### config.mk
export PLATFORM = sky130hd
export DESIGN_NAME = crc_engine
export DESIGN_NICKNAME = d
export VERILOG_FILES = /design/src/rtl/crc_engine.sv
export SDC_FILE = /design/constraint.sdc
export NUM_CORES = 1
export LEC_CHECK = 0
export BUFFER_PORTS_ARGS = -buffer_cell sky130_fd_sc_hd__buf_2
export CAP_MARGIN = 20
export CELL_PAD_IN_SITES_DETAIL_PLACEMENT = 1
export CELL_PAD_IN_SITES_GLOBAL_PLACEMENT = 2
export CORE_MARGIN = 2
export CORE_UTILIZATION = 31
export CTS_BUF_LIST = sky130_fd_sc_hd__clkbuf_4 sky130_fd_sc_hd__clkbuf_8 sky130_fd_sc_hd__clkbuf_16
export CTS_CLUSTER_SIZE = 12
export DETAILED_ROUTE_END_ITERATION = 7
export PLACE_DENSITY_LB_ADDON = 0.1
export RECOVER_POWER = 100
export SYNTH_ARGS = -nofsm -noshare
export SYNTH_HDL_FRONTEND = slang
export SYNTH_SLANG_ARGS = --single-unit
### constraint.sdc
create_clock -name clk -period 2.57 [get_ports clk]
set_input_delay 0.1285 -clock clk [delete_from_list [all_inputs] [get_ports clk]]
set_output_delay 0.1285 -clock clk [all_outputs]
set_load 0.005 [all_outputs]
### src/rtl/crc_engine.sv
// Parametrised CRC generator/checker: one DATA_W-bit beat per clock, framed by
// start/din_last, with a registered final result, valid strobe and residue check.
module crc_engine #(
   parameter int               CRC_W   = 7,
   parameter logic [CRC_W-1:0] POLY    = CRC_W'('h09),
   parameter logic [CRC_W-1:0] INIT    = '0,
   parameter logic [CRC_W-1:0] XOROUT  = '0,
   parameter int               DATA_W  = 1,
   parameter bit               REFIN   = 1'b0,
   parameter bit               REFOUT  = 1'b0,
   parameter logic [CRC_W-1:0] RESIDUE = '0
) (
   input  logic              clk,
   input  logic              rst,
   input  logic              start,
   input  logic              din_valid,
   input  logic [DATA_W-1:0] din,
   input  logic              din_last,
   output logic [CRC_W-1:0]  crc_o,
   output logic              crc_valid,
   output logic              crc_ok,
   output logic              busy,
   output logic              drop_o,
   output logic              o_dbg_state
);

   // Handshake: a beat is consumed on every edge where din_valid is high and a
   // frame is open (or start opens one in the same cycle); there is no ready.

   typedef enum logic {ST_IDLE = 1'b0, ST_RUN = 1'b1} state_t;

   state_t           r_state;
   logic [CRC_W-1:0] r_crc;
   logic [CRC_W-1:0] r_crc_o;
   logic             r_crc_ok;
   logic             r_crc_valid;
   logic             r_busy;
   logic             r_drop;

   logic [CRC_W-1:0] w_seed;
   logic [CRC_W-1:0] w_next;
   logic [CRC_W-1:0] w_result;

   function automatic logic [CRC_W-1:0] crc_beat(input logic [CRC_W-1:0] seed,
                                                 input logic [DATA_W-1:0] data);
      logic [CRC_W-1:0] r;
      logic             d;
      logic             inv;
      r = seed;
      for (int i = 0; i < DATA_W; i++) begin
         d   = REFIN ? data[i] : data[DATA_W-1-i];
         inv = d ^ r[CRC_W-1];
         r   = (r << 1) ^ (inv ? POLY : '0);
      end
      return r;
   endfunction

   function automatic logic [CRC_W-1:0] bit_rev(input logic [CRC_W-1:0] v);
      logic [CRC_W-1:0] o;
      o = '0;
      for (int i = 0; i < CRC_W; i++) begin
         o[i] = v[CRC_W-1-i];
      end
      return o;
   endfunction

   // A start in the same cycle as a beat makes that beat the first of the new frame.
   always_comb begin
      w_seed   = start ? INIT : r_crc;
      w_next   = crc_beat(w_seed, din);
      w_result = (REFOUT ? bit_rev(w_next) : w_next) ^ XOROUT;
   end

   always_ff @(posedge clk) begin
      if (rst) begin
         r_state     <= ST_IDLE;
         r_crc       <= INIT;
         r_crc_o     <= '0;
         r_crc_ok    <= 1'b0;
         r_crc_valid <= 1'b0;
         r_busy      <= 1'b0;
         r_drop      <= 1'b0;
      end else begin
         r_crc_valid <= 1'b0;
         r_drop      <= 1'b0;
         if (start) begin
            r_crc <= din_valid ? w_next : INIT;
            if (din_valid && din_last) begin
               r_crc_o     <= w_result;
               r_crc_ok    <= (w_next == RESIDUE);
               r_crc_valid <= 1'b1;
               r_state     <= ST_IDLE;
               r_busy      <= 1'b0;
            end else begin
               r_state <= ST_RUN;
               r_busy  <= 1'b1;
            end
         end else if (r_state == ST_RUN) begin
            if (din_valid) begin
               r_crc <= w_next;
               if (din_last) begin
                  r_crc_o     <= w_result;
                  r_crc_ok    <= (w_next == RESIDUE);
                  r_crc_valid <= 1'b1;
                  r_state     <= ST_IDLE;
                  r_busy      <= 1'b0;
               end
            end
         end else if (din_valid) begin
            r_drop <= 1'b1;
         end
      end
   end

   assign crc_o       = r_crc_o;
   assign crc_ok      = r_crc_ok;
   assign crc_valid   = r_crc_valid;
   assign busy        = r_busy;
   assign drop_o      = r_drop;
   assign o_dbg_state = r_state;

endmodule

==> results_dict.tcl <==
set metrics [dict create \
    routed_wl_mm 1.73 \
    post-synth-top-area-cell "dfxtp_1" \
    dieArea_um2 2840 \
    gp_congestion 0.688 \
    diodes 0 \
    cp_max_fo 12 \
    drive_gt1_share_pct 16.5 \
    fin_crit_ns 1.44 \
    nets 110 \
    required_ns 2.76 \
    regArea_um2 380 \
    avgRoutedWirePerCell_um 13.2 \
    maxCapViolCount 0 \
    insertion_delay_ns 0.30 \
    fin_worst_skew_ns 0.00696 \
    rows 17 \
    worstHoldPathType "in -> reg" \
    reg2reg_depth 4 \
    slew_violations 0 \
    cts_made_buffers 3 \
    cts.sinks 19 \
    worst-slew-pin-transition_ns 0.499 \
    yosys.area.top_type_share_pct 50.5 \
    slew_headroom_pct 66.7 \
    min_to "crc_o[1]" \
    area_growth_pct 17.1 \
    seq_area_frac_synth_pct 50.5 \
    synth-seq-cells 19 \
    synth_flop_cell "dfxtp_1" \
    vdd_drop_max_v 0.000294 \
    setup_viol 0 \
    via_per_inst 4.96 \
    synthesis.nets 92 \
    worstPathArrival_ns 1.63 \
    post_dp_cell_area_um2 850 \
    p_sw_mw 0.125 \
    outcome "finished, final reports clean" \
    drt_first_pass_iters 3 \
    post_cts_resized 0 \
    finalCritPeriodShare_pct 56.1 \
    clockPowerShare_pct 31.3 \
    dp_cells 126 \
    hold_viol_final 0 \
    yosys_warnings 0 \
    timing.fmax_ghz 0.693 \
    synth_edf_count 0 \
    grt_pass1_wl_mm 2.86 \
    syn_area_um2 753 \
    start_util_pct 33.4 \
    p_leak_nw 0.314 \
    power.density_nw_per_um2 587 \
    post-route-util_pct 39.1 \
    netlist_instances 86 \
    pwr-share-comb_pct 8.9 \
    grt.total_usage_pct 14.7 \
    postSynthAreaPerCell_um2 8.76 \
    switching_share_pct 24.2 \
    min_from "rst" \
    globalRouteOverflowTotal 0 \
    die_w_um 53.3 \
    grt_max_degree 15 \
    antenna_found_initial 0 \
    postCtsHoldBufs 0 \
    cts-htree-levels 1 \
    place_hpwl_mm 1.26 \
    vias 650 \
    cts_tree "built" \
    mostFrequentLayoutCells "dfxtp_1, nor2_1, buf_2" \
    rsz0062_at_grt "no" \
    multi_input_area_um2 345 \
    r2r_slack_ns 1.13 \
    fin_cells 131 \
    ant_nets 0 \
    drcViolationCount 0 \
    final_common_cell "dfxtp_1" \
    critPathKind "reg -> reg" \
    yosys-top-cells-area "dfxtp_1, a21oi_1, nor2_1" \
    preCtsSetupSlack_ns 1.15 \
    crit_path_end_kind "register" \
    async_reset_ff_share_pct 0 \
    cp-start-kind "register" \
    p_int_mw 0.392 \
    fillerInstances 287 \
    drtIter0Drc 5 \
    grt_pass1_vias 617 \
    tns_ns 0 \
    io_pins 18 \
    fin_area_um2 882 \
    layout_setup_ws_ns 1.13 \
    whs_path_depth 2 \
    design.core.area_um2 2250 \
    die_h_um 53.3 \
    numPortBuffers 17 \
    seq_power_share_pct 59.7 \
    reg2reg_to "crc_o[6]" \
    synth.distinct_cells 28 \
    cts-root-buf "clkbuf_4" \
    clock_path_buffers 2 \
    postCtsSetupBuffers 0 \
    clk_pin_slew_ns 0.11 \
    worstReg2RegStart "o_dbg_state" \
]
==> flip-flops by register name (all words and copies together) (netlist names) <==
name,cells
crc_o,7
crc_valid,1
r_crc,7
o_dbg_state,1
crc_ok,1
drop_o,1
busy,1
==> worst max path at each step <==
stage                     cells past startpoint        to   startpoint  slack, ns
after floorplan                               5  crc_o[5]  o_dbg_state       1.36
after global placement                        3    crc_ok  o_dbg_state       1.19
after detailed placement                      3    crc_ok  o_dbg_state       1.15
after CTS                                     3    crc_ok  o_dbg_state       1.12
after global routing                          4  crc_o[1]  o_dbg_state       0.92
final                                         4  crc_o[6]  o_dbg_state       1.13
==> power groups by stage <==
stage / clock network [mW] / logic [mW] / registers, mW
finish: 0.162 / 0.0463 / 0.309
global route: 0.187 / 0.0531 / 0.311
CTS: 0.171 / 0.0466 / 0.310
detailed placement: 0 / 0.0464 / 0.316
global placement: 0 / 0.0464 / 0.316
floorplan: 0 / 0.0316 / 0.314
==> cells by family (layout without fill, tap and decap cells) <==
| family | Yosys count | count (layout) | synth area share, % |
|---|---|---|---|
| and+or+nand+nor | 37 | 37 | 24.3 |
| AOI/OAI and AO/OA | 21 | 21 | 18.1 |
| DFF | 19 | 19 | 50.5 |
| buffers and inverters | 6 | 23 | 3.65 |
| xor gates and xnor gates | 3 | 3 | 3.49 |
==> Yosys cell counts, types with 2 or more instances <==
master / number
a21oi_1: 10
clkbuf_1: 3
nor3b_1: 2
nor2_1: 11
nand3_1: 5
nand2_1: 10
a22o_1: 2
dfxtp_1: 19
a22oi_1: 4
xnor2_1: 2
==> routing by layer <==
metal  up-vias  global-route usage (%)  routed length [um]
met4         0                    6.41                  29
met1       299                    17.5                 840
met3         5                    6.21                  94
met5         -                       0                   0
met2        14                    22.6                 761
li1        332                       -                   -
==> area by class of cell <==
cell class	instances	share of cell area, %
flip-flops and latches	19	43.1
inverters	1	0.426
well taps	28	3.97
clock buffers	4	3.40
multi-input cells	61	39.1
repair buffers	18	9.93
==> worst max-delay path: stages (launching register included) <==
cell	delay, ns
dfxtp_1	0.56
nor2_1	0.16
or2_0	0.32
a22oi_1	0.22
nor2_1	0.06
==> per-stage QoR <==
| step | hold WS, ns | power, mW |
|---|---|---|
| after floorplan | 0.232 | 0.345 |
| after global placement | 0.344 | 0.362 |
| after detailed placement | 0.334 | 0.363 |
| after CTS | 0.00653 | 0.527 |
| after global routing | 0.163 | 0.552 |
| final | 0.158 | 0.518 |
No activity file was read; power rests on OpenSTA's default activity.
